## src/rtl/cc_condition_code_unit_pkg.sv

```systemverilog
// cc_ccunit_pkg
// Shared definitions for the condition-code unit:
//   - SPARC-style branch condition encodings (COND_BN .. COND_BVC)
//   - FSM state encoding for the evaluation handshake
//   - bit positions of the flags inside the PSR nibble {N,Z,V,C}
package cc_ccunit_pkg;

  localparam int COND_W = 4;
  localparam int PSR_W  = 4;

  // PSR bit positions (flags are active high inside the PSR)
  localparam int PSR_N = 3;
  localparam int PSR_Z = 2;
  localparam int PSR_V = 1;
  localparam int PSR_C = 0;

  // Branch conditions. Bit 3 inverts the base condition picked by bits 2:0.
  localparam logic [3:0] COND_BN   = 4'b0000;
  localparam logic [3:0] COND_BE   = 4'b0001;
  localparam logic [3:0] COND_BLE  = 4'b0010;
  localparam logic [3:0] COND_BL   = 4'b0011;
  localparam logic [3:0] COND_BLEU = 4'b0100;
  localparam logic [3:0] COND_BCS  = 4'b0101;
  localparam logic [3:0] COND_BNEG = 4'b0110;
  localparam logic [3:0] COND_BVS  = 4'b0111;
  localparam logic [3:0] COND_BA   = 4'b1000;
  localparam logic [3:0] COND_BNE  = 4'b1001;
  localparam logic [3:0] COND_BG   = 4'b1010;
  localparam logic [3:0] COND_BGE  = 4'b1011;
  localparam logic [3:0] COND_BGU  = 4'b1100;
  localparam logic [3:0] COND_BCC  = 4'b1101;
  localparam logic [3:0] COND_BPOS = 4'b1110;
  localparam logic [3:0] COND_BVC  = 4'b1111;

  typedef enum logic [1:0] {
    IDLE   = 2'b00,
    EVAL   = 2'b01,
    RESULT = 2'b10
  } state_t;

endpackage

```

## src/rtl/cc_condition_code_unit_if.sv

```systemverilog
// cc_condition_code_unit_if
// Bundles the ALU flag inputs, the setcc strobe, the request/valid/ack
// handshake and the registered outputs of the condition-code unit.
//   master : control unit / ALU side (drives flags, setcc, cond, req, ack)
//   slave  : the condition-code unit (drives psr, valid, taken, busy, dbg_state)
//
// Handshake: the master raises req with cond while the unit is IDLE. The unit
// raises valid with taken two edges after req is sampled and holds both stable
// until the master asserts ack. ack together with req starts the next
// evaluation immediately; req without ack is ignored outside IDLE (no queue).
interface cc_condition_code_unit_if #(
  parameter int DATAWIDTH_COND = 4,
  parameter int DATAWIDTH_PSR  = 4
);
  import cc_ccunit_pkg::*;

  logic                      CC_CCUNIT_negative_InLow;
  logic                      CC_CCUNIT_zero_InLow;
  logic                      CC_CCUNIT_overflow_InLow;
  logic                      CC_CCUNIT_carry_InLow;
  logic                      CC_CCUNIT_setcc_In;
  logic [DATAWIDTH_COND-1:0] CC_CCUNIT_cond_InBUS;
  logic                      CC_CCUNIT_req_In;
  logic                      CC_CCUNIT_ack_In;
  logic [DATAWIDTH_PSR-1:0]  CC_CCUNIT_psr_OutBUS;
  logic                      CC_CCUNIT_valid_Out;
  logic                      CC_CCUNIT_taken_Out;
  logic                      CC_CCUNIT_busy_Out;
  state_t                    dbg_state;

  modport master (
    output CC_CCUNIT_negative_InLow, CC_CCUNIT_zero_InLow,
           CC_CCUNIT_overflow_InLow, CC_CCUNIT_carry_InLow,
           CC_CCUNIT_setcc_In, CC_CCUNIT_cond_InBUS,
           CC_CCUNIT_req_In, CC_CCUNIT_ack_In,
    input  CC_CCUNIT_psr_OutBUS, CC_CCUNIT_valid_Out,
           CC_CCUNIT_taken_Out, CC_CCUNIT_busy_Out, dbg_state
  );

  modport slave (
    input  CC_CCUNIT_negative_InLow, CC_CCUNIT_zero_InLow,
           CC_CCUNIT_overflow_InLow, CC_CCUNIT_carry_InLow,
           CC_CCUNIT_setcc_In, CC_CCUNIT_cond_InBUS,
           CC_CCUNIT_req_In, CC_CCUNIT_ack_In,
    output CC_CCUNIT_psr_OutBUS, CC_CCUNIT_valid_Out,
           CC_CCUNIT_taken_Out, CC_CCUNIT_busy_Out, dbg_state
  );
endinterface

```

## src/rtl/cc_condition_code_unit_branch_cond_eval.sv

```systemverilog
// cc_branch_cond_eval
// Combinational branch-condition evaluator.
//   cond  [3:0] : branch condition; bit 3 inverts the base condition of bits 2:0
//   flags [3:0] : {N,Z,V,C}, active high
//   taken       : branch taken
module cc_branch_cond_eval
  import cc_ccunit_pkg::*;
(
  input  logic [3:0] cond,
  input  logic [3:0] flags,
  output logic       taken
);
  logic n, z, v, c;
  logic base;

  assign n = flags[PSR_N];
  assign z = flags[PSR_Z];
  assign v = flags[PSR_V];
  assign c = flags[PSR_C];

  always_comb begin
    base = 1'b0;
    case (cond[2:0])
      3'b000:  base = 1'b0;           // never (inverted: always)
      3'b001:  base = z;
      3'b010:  base = z | (n ^ v);
      3'b011:  base = n ^ v;
      3'b100:  base = c | z;
      3'b101:  base = c;
      3'b110:  base = n;
      3'b111:  base = v;
      default: base = 1'b0;
    endcase
  end

  assign taken = base ^ cond[3];
endmodule

```

## src/rtl/cc_condition_code_unit.sv

```systemverilog
// cc_condition_code_unit
// Latches the ALU's active-low N/Z/V/C flags into an active-high PSR on setcc
// and evaluates a branch condition against it through a req/valid/ack handshake.
// Ports:
//   CC_CCUNIT_CLOCK_50     : clock, rising edge
//   CC_CCUNIT_RESET_InHigh : synchronous reset, active high
//   bus (slave)            : flags, setcc, cond, req, ack in;
//                            psr, valid, taken, busy, dbg_state out
module cc_condition_code_unit
  import cc_ccunit_pkg::*;
#(
  parameter int DATAWIDTH_COND = 4,
  parameter int DATAWIDTH_PSR  = 4
) (
  input  logic                   CC_CCUNIT_CLOCK_50,
  input  logic                   CC_CCUNIT_RESET_InHigh,
  cc_condition_code_unit_if.slave bus
);
  logic                      clk, rst;
  logic [DATAWIDTH_PSR-1:0]  psr_q;
  logic [DATAWIDTH_PSR-1:0]  new_flags;
  logic [DATAWIDTH_PSR-1:0]  eff_flags;
  logic [DATAWIDTH_COND-1:0] cond_q, cond_d;
  logic                      taken_q, taken_d, taken_w;
  state_t                    state_q, state_d;

  assign clk = CC_CCUNIT_CLOCK_50;
  assign rst = CC_CCUNIT_RESET_InHigh;

  assign new_flags = ~{bus.CC_CCUNIT_negative_InLow, bus.CC_CCUNIT_zero_InLow,
                       bus.CC_CCUNIT_overflow_InLow, bus.CC_CCUNIT_carry_InLow};

  // PSR runs independently of the FSM
  always_ff @(posedge clk) begin
    if (rst)                         psr_q <= '0;
    else if (bus.CC_CCUNIT_setcc_In) psr_q <= new_flags;
  end

  // Bypass: a setcc in the same cycle as EVAL is seen by the evaluation
  assign eff_flags = bus.CC_CCUNIT_setcc_In ? new_flags : psr_q;

  cc_branch_cond_eval u_eval (
    .cond  (cond_q),
    .flags (eff_flags),
    .taken (taken_w)
  );

  always_ff @(posedge clk) begin
    if (rst) begin
      state_q <= IDLE;
      cond_q  <= '0;
      taken_q <= 1'b0;
    end else begin
      state_q <= state_d;
      cond_q  <= cond_d;
      taken_q <= taken_d;
    end
  end

  always_comb begin
    state_d = state_q;
    cond_d  = cond_q;
    taken_d = taken_q;
    case (state_q)
      IDLE: begin
        if (bus.CC_CCUNIT_req_In) begin
          cond_d  = bus.CC_CCUNIT_cond_InBUS;
          state_d = EVAL;
        end
      end
      EVAL: begin
        taken_d = taken_w;
        state_d = RESULT;
      end
      RESULT: begin
        if (bus.CC_CCUNIT_ack_In) begin
          if (bus.CC_CCUNIT_req_In) begin
            cond_d  = bus.CC_CCUNIT_cond_InBUS;
            state_d = EVAL;
          end else begin
            state_d = IDLE;
          end
        end
      end
      default: state_d = IDLE;
    endcase
  end

  // All outputs come straight from flops (state decode only, no input paths)
  assign bus.CC_CCUNIT_psr_OutBUS = psr_q;
  assign bus.CC_CCUNIT_valid_Out  = (state_q == RESULT);
  assign bus.CC_CCUNIT_taken_Out  = taken_q;
  assign bus.CC_CCUNIT_busy_Out   = (state_q != IDLE);
  assign bus.dbg_state            = state_q;
endmodule
```

## src/flat_wrapper.sv

```systemverilog
// flat-port wrapper written by rule: the top's interface ports become plain ports
module cc_condition_code_unit_flat import cc_ccunit_pkg::*;
#(
  parameter int DATAWIDTH_COND = 4,
  parameter int DATAWIDTH_PSR  = 4
)
  (CC_CCUNIT_CLOCK_50, CC_CCUNIT_RESET_InHigh, bus_CC_CCUNIT_negative_InLow, bus_CC_CCUNIT_zero_InLow, bus_CC_CCUNIT_overflow_InLow, bus_CC_CCUNIT_carry_InLow, bus_CC_CCUNIT_setcc_In, bus_CC_CCUNIT_cond_InBUS, bus_CC_CCUNIT_req_In, bus_CC_CCUNIT_ack_In, bus_CC_CCUNIT_psr_OutBUS, bus_CC_CCUNIT_valid_Out, bus_CC_CCUNIT_taken_Out, bus_CC_CCUNIT_busy_Out, bus_dbg_state);
  cc_condition_code_unit_if #(.DATAWIDTH_COND(DATAWIDTH_COND), .DATAWIDTH_PSR(DATAWIDTH_PSR)) bus_i ();
  input  logic CC_CCUNIT_CLOCK_50;
  input  logic CC_CCUNIT_RESET_InHigh;
  input wire logic [$bits(bus_i.CC_CCUNIT_negative_InLow)-1:0] bus_CC_CCUNIT_negative_InLow;
  input wire logic [$bits(bus_i.CC_CCUNIT_zero_InLow)-1:0] bus_CC_CCUNIT_zero_InLow;
  input wire logic [$bits(bus_i.CC_CCUNIT_overflow_InLow)-1:0] bus_CC_CCUNIT_overflow_InLow;
  input wire logic [$bits(bus_i.CC_CCUNIT_carry_InLow)-1:0] bus_CC_CCUNIT_carry_InLow;
  input wire logic [$bits(bus_i.CC_CCUNIT_setcc_In)-1:0] bus_CC_CCUNIT_setcc_In;
  input wire logic [$bits(bus_i.CC_CCUNIT_cond_InBUS)-1:0] bus_CC_CCUNIT_cond_InBUS;
  input wire logic [$bits(bus_i.CC_CCUNIT_req_In)-1:0] bus_CC_CCUNIT_req_In;
  input wire logic [$bits(bus_i.CC_CCUNIT_ack_In)-1:0] bus_CC_CCUNIT_ack_In;
  output wire logic [$bits(bus_i.CC_CCUNIT_psr_OutBUS)-1:0] bus_CC_CCUNIT_psr_OutBUS;
  output wire logic [$bits(bus_i.CC_CCUNIT_valid_Out)-1:0] bus_CC_CCUNIT_valid_Out;
  output wire logic [$bits(bus_i.CC_CCUNIT_taken_Out)-1:0] bus_CC_CCUNIT_taken_Out;
  output wire logic [$bits(bus_i.CC_CCUNIT_busy_Out)-1:0] bus_CC_CCUNIT_busy_Out;
  output wire logic [$bits(bus_i.dbg_state)-1:0] bus_dbg_state;
  assign bus_i.CC_CCUNIT_negative_InLow = bus_CC_CCUNIT_negative_InLow;
  assign bus_i.CC_CCUNIT_zero_InLow = bus_CC_CCUNIT_zero_InLow;
  assign bus_i.CC_CCUNIT_overflow_InLow = bus_CC_CCUNIT_overflow_InLow;
  assign bus_i.CC_CCUNIT_carry_InLow = bus_CC_CCUNIT_carry_InLow;
  assign bus_i.CC_CCUNIT_setcc_In = bus_CC_CCUNIT_setcc_In;
  assign bus_i.CC_CCUNIT_cond_InBUS = bus_CC_CCUNIT_cond_InBUS;
  assign bus_i.CC_CCUNIT_req_In = bus_CC_CCUNIT_req_In;
  assign bus_i.CC_CCUNIT_ack_In = bus_CC_CCUNIT_ack_In;
  assign bus_CC_CCUNIT_psr_OutBUS = bus_i.CC_CCUNIT_psr_OutBUS;
  assign bus_CC_CCUNIT_valid_Out = bus_i.CC_CCUNIT_valid_Out;
  assign bus_CC_CCUNIT_taken_Out = bus_i.CC_CCUNIT_taken_Out;
  assign bus_CC_CCUNIT_busy_Out = bus_i.CC_CCUNIT_busy_Out;
  assign bus_dbg_state = bus_i.dbg_state;
  cc_condition_code_unit #(.DATAWIDTH_COND(DATAWIDTH_COND), .DATAWIDTH_PSR(DATAWIDTH_PSR)) u_core (.CC_CCUNIT_CLOCK_50(CC_CCUNIT_CLOCK_50), .CC_CCUNIT_RESET_InHigh(CC_CCUNIT_RESET_InHigh), .bus(bus_i));
endmodule
```

## config.mk

```make
export PLATFORM = sky130hd
export DESIGN_NAME = cc_condition_code_unit_flat
export DESIGN_NICKNAME = d
export VERILOG_FILES = /design/src/rtl/cc_condition_code_unit_pkg.sv /design/src/rtl/cc_condition_code_unit_if.sv /design/src/rtl/cc_condition_code_unit_branch_cond_eval.sv /design/src/rtl/cc_condition_code_unit.sv /design/src/flat_wrapper.sv
export SDC_FILE = /design/constraint.sdc
export NUM_CORES = 1
export LEC_CHECK = 0
export CORE_ASPECT_RATIO = 1.2
export CORE_MARGIN = 10
export CORE_UTILIZATION = 35
export CTS_BUF_LIST = sky130_fd_sc_hd__clkbuf_4 sky130_fd_sc_hd__clkbuf_8
export CTS_CLUSTER_DIAMETER = 80
export CTS_CLUSTER_SIZE = 8
export DETAILED_ROUTE_END_ITERATION = 10
export PLACE_DENSITY = 0.66
export SKIP_LAST_GASP = 1
export SLEW_MARGIN = 20
export SYNTH_ARGS = -nofsm -noshare
export SYNTH_HDL_FRONTEND = slang
export SYNTH_SLANG_ARGS = --single-unit
```

## constraint.sdc

```tcl
create_clock -name CC_CCUNIT_CLOCK_50 -period 4.3 [get_ports CC_CCUNIT_CLOCK_50]
set_clock_uncertainty 0.1 [all_clocks]
set_input_delay 1.29 -clock CC_CCUNIT_CLOCK_50 [delete_from_list [all_inputs] [get_ports CC_CCUNIT_CLOCK_50]]
set_output_delay 1.29 -clock CC_CCUNIT_CLOCK_50 [all_outputs]
set_load 0.01 [all_outputs]
```

==> out/metrics.cfg <==
[status]
status = finished clean

[logic_synthesis]
yosys.area.top_type = dfxtp_1
synth-compound-area-share_pct = 16.7
synthArstFlopShare_pct = 0
muxShareOfSynthArea_pct = 12.5
synth_top_family_by_area = simple AND/OR/NAND/NOR gates
yosysTopAreaCellShare_pct = 39.2
synthFlopType = dfxtp_1
yosys.area_share.simple_pct = 20.3
seq_area_frac_synth_pct = 39.2
synth_cell_types = 20
synth-seq-cells = 11
ys_top_cells_by_area = dfxtp_1 39%, mux2i_1 12%, a211oi_2 6.7%
syn_area_um2 = 562
syn-instance-count = 60
avgSynthCellArea_um2 = 9.36
synth_adder_area_share_pct = 0
syn_nets = 73
synth_xor_area_share_pct = 4.68
synth_edf_count = 0
ys.warnings.count = 0

[clock_network]
cts_hold_buffers = 0
cts_setup_buffers = 0
clk_path_buf_depth = 2
cts_inserted_buffers = 3
clk_pin_slew_ns = 0.08
clock-sinks = 11
clk_latency_ns = 0.27
cts_resized = 0
cts_root_buffer = clkbuf_4
cts_tree = built
htreeDepth = 1

[worst_setup_path]
slowest_delay_ns = 0.58
critical_path_buf_inv_count = 1
critical_path_peak_fanout = 5
cp-end-kind = output pin
start_kind = flip-flop
path_class = reg -> out
critPathSlowestCell = clkdlybuf4s50_1
crit_arrival_ns = 1.44
path_cells = nor2b_1 > clkdlybuf4s50_1
path_delay_family = buffers and inverters
crit_required_ns = 2.91

[sta]
rsz0062_at_grt = no
tightestPinTransition_ns = 0.524
fmax_ghz = 0.353
relSlewSlack_pct = 65.0
slew_violations = 0
timing.final.crit_share_pct = 65.9
fin_tns_setup_ns = 0
finalHoldViolCount = 0
setup_viol = 0
finalWorstPathRequiredPeriod_ns = 2.83

[finish]
nets = 97
num_antenna_cells = 0
n_fill_cell = 155
drive_gt1_share_pct = 14.5
final_cell_area_um2 = 806
syn2layout_area_growth_pct = 43.4

[pwr]
power_density_nw_per_um2 = 301
ir_drop_mv = 0.160
p_leak_uw = 0.000338
total_power_uw = 243

[routing]
totalWireLength_um = 1280
drt-initial-drc-count = 6
route.detailed.drc = 0
wl_per_cell_um = 12.8
via_per_inst = 4.73
first_pass_iters = 4
antenna_left = 0
vias = 473

[flow_run]
cap_violations = 0

[global_routing]
grt-ovfl-total = 0
grt_pass1_vias = 494
grt_first_pass_wirelength_um = 2170
antenna_found_initial = 0
grt_max_degree = 12
grtUsageTotal_pct = 7.45

[placed_design]
port_buffers = 21
place_hpwl_um = 1030
placed_area_um2 = 778
routabilityCongestion = 0.703

[die]
die_w_um = 56.6
die_y_um = 63.9
start_util_pct = 37.9
placementRows = 15
pin_count = 22
dieArea_um2 = 3610
core_um2 = 1480

[min_path]
hold_path_class = reg -> reg

through the flow:
| stage | hold WS [ns] | util, % | cells | setup slack, ns |
|---|---|---|---|---|
| finish | 0.422 | 54.3 | 100 | 1.47 |
| global route | 0.463 | 54.3 | 100 | 1.39 |
| CTS | 0.431 | 54.3 | 100 | 1.44 |
| detailed placement | 0.411 | 52.5 | 96 | 1.21 |
| global placement | 0.410 | 52.5 | 96 | 1.25 |
| floorplan | 0.381 | - | 60 | 1.86 |
worst paths after layout:
| path | cells past startpoint | endpoint | slack [ns] | startpoint |
|---|---|---|---|---|
| worst max-delay path | 2 | bus_CC_CCUNIT_valid_Out | 1.47 | u_core.bus.dbg_state[1]$_SDFFE_PP0P_ |
| worst min register to register | 2 | u_core.cond_q[3]$_SDFFE_PP0P_ | 0.42 | u_core.cond_q[3]$_SDFFE_PP0P_ |
| worst max register to register | 6 | u_core.bus.CC_CCUNIT_taken_Out$_SDFFE_PP0N_ | 2.82 | u_core.cond_q[2]$_SDFFE_PP0P_ |
| worst min-delay path | 2 | u_core.cond_q[3]$_SDFFE_PP0P_ | 0.42 | u_core.cond_q[3]$_SDFFE_PP0P_ |
flip-flops by register name, summed over array words and instances (netlist names):
register	cells
u_core.bus.dbg_state	2
u_core.bus.CC_CCUNIT_taken_Out	1
u_core.bus.CC_CCUNIT_psr_OutBUS	4
u_core.cond_q	4
synth_stat cells, types with 3 or more instances:
cell and number:
a211oi_2 3, dfxtp_1 11, inv_1 5, mux2i_1 7, nor2_1 10, nor2b_1 6, o211ai_1 3, xor2_1 3
worst register-to-register path: cells and delay by family, from the launching register on:
kind	cells	cell delay [ns]
flops	1	0.47
simple gates	1	0.17
xor+xnor	1	0.16
compound gates	4	0.51
kinds of logic (layout without fill, tap and decap cells):
logic type,after synthesis,in the layout
XOR/XNOR,3,3
multiplexers,7,7
AND/OR/NAND/NOR,20,20
buffers and inverters,8,31
flip-flops,11,11
AO/OA/AOI/OAI,11,11
layout by cell type (no fill, tap or decap):
cell             synthesis  layout
a211oi_2                 3       3
a21oi_1                  1       1
clkbuf_4                 0       3
clkdlybuf4s50_1          0      21
clkinv_2                 0       1
dfxtp_1                 11      11
inv_1                    5       5
inv_2                    1       1
mux2i_1                  7       7
nor2_1                  10      10
nor2b_1                  6       6
nor2b_2                  1       1
nor2b_4                  1       1
nor3_2                   1       1
o2111ai_1                1       1
o211ai_1                 3       3
o21ai_0                  1       1
o21ai_1                  1       1
o21ba_1                  1       1
or2_2                    1       1
xor2_1                   3       3
final cells by class:
type / instances / area [um2] / share of cell area [%]
Tap cell: 17 / 21.3 / 2.64
Sequential cell: 11 / 220 / 27.3
Timing Repair Buffer: 21 / 210 / 26.1
Clock inverter: 1 / 5.00 / 0.621
Inverter: 6 / 22.5 / 2.80
Multi-Input combinational cell: 41 / 304 / 37.7
Clock buffer: 3 / 22.5 / 2.80
power breakdown:
part | total (uW) | internal, uW | switching [uW]
clock | 73.6 | 34.4 | 39.2
combinational | 54.5 | 32.5 | 22.0
sequential | 114 | 108 | 6.10
per-layer routing:
metal / global-route usage, % / vias to the layer above / share of wire (%)
li1: - / 249 / -
met1: 7.78 / 212 / 43
met2: 11.7 / 10 / 50
met3: 1.98 / 2 / 4.9
met4: 7.23 / 0 / 2.7
met5: 0 / - / 0
Note: power is estimated with default switching activity, not from simulation.
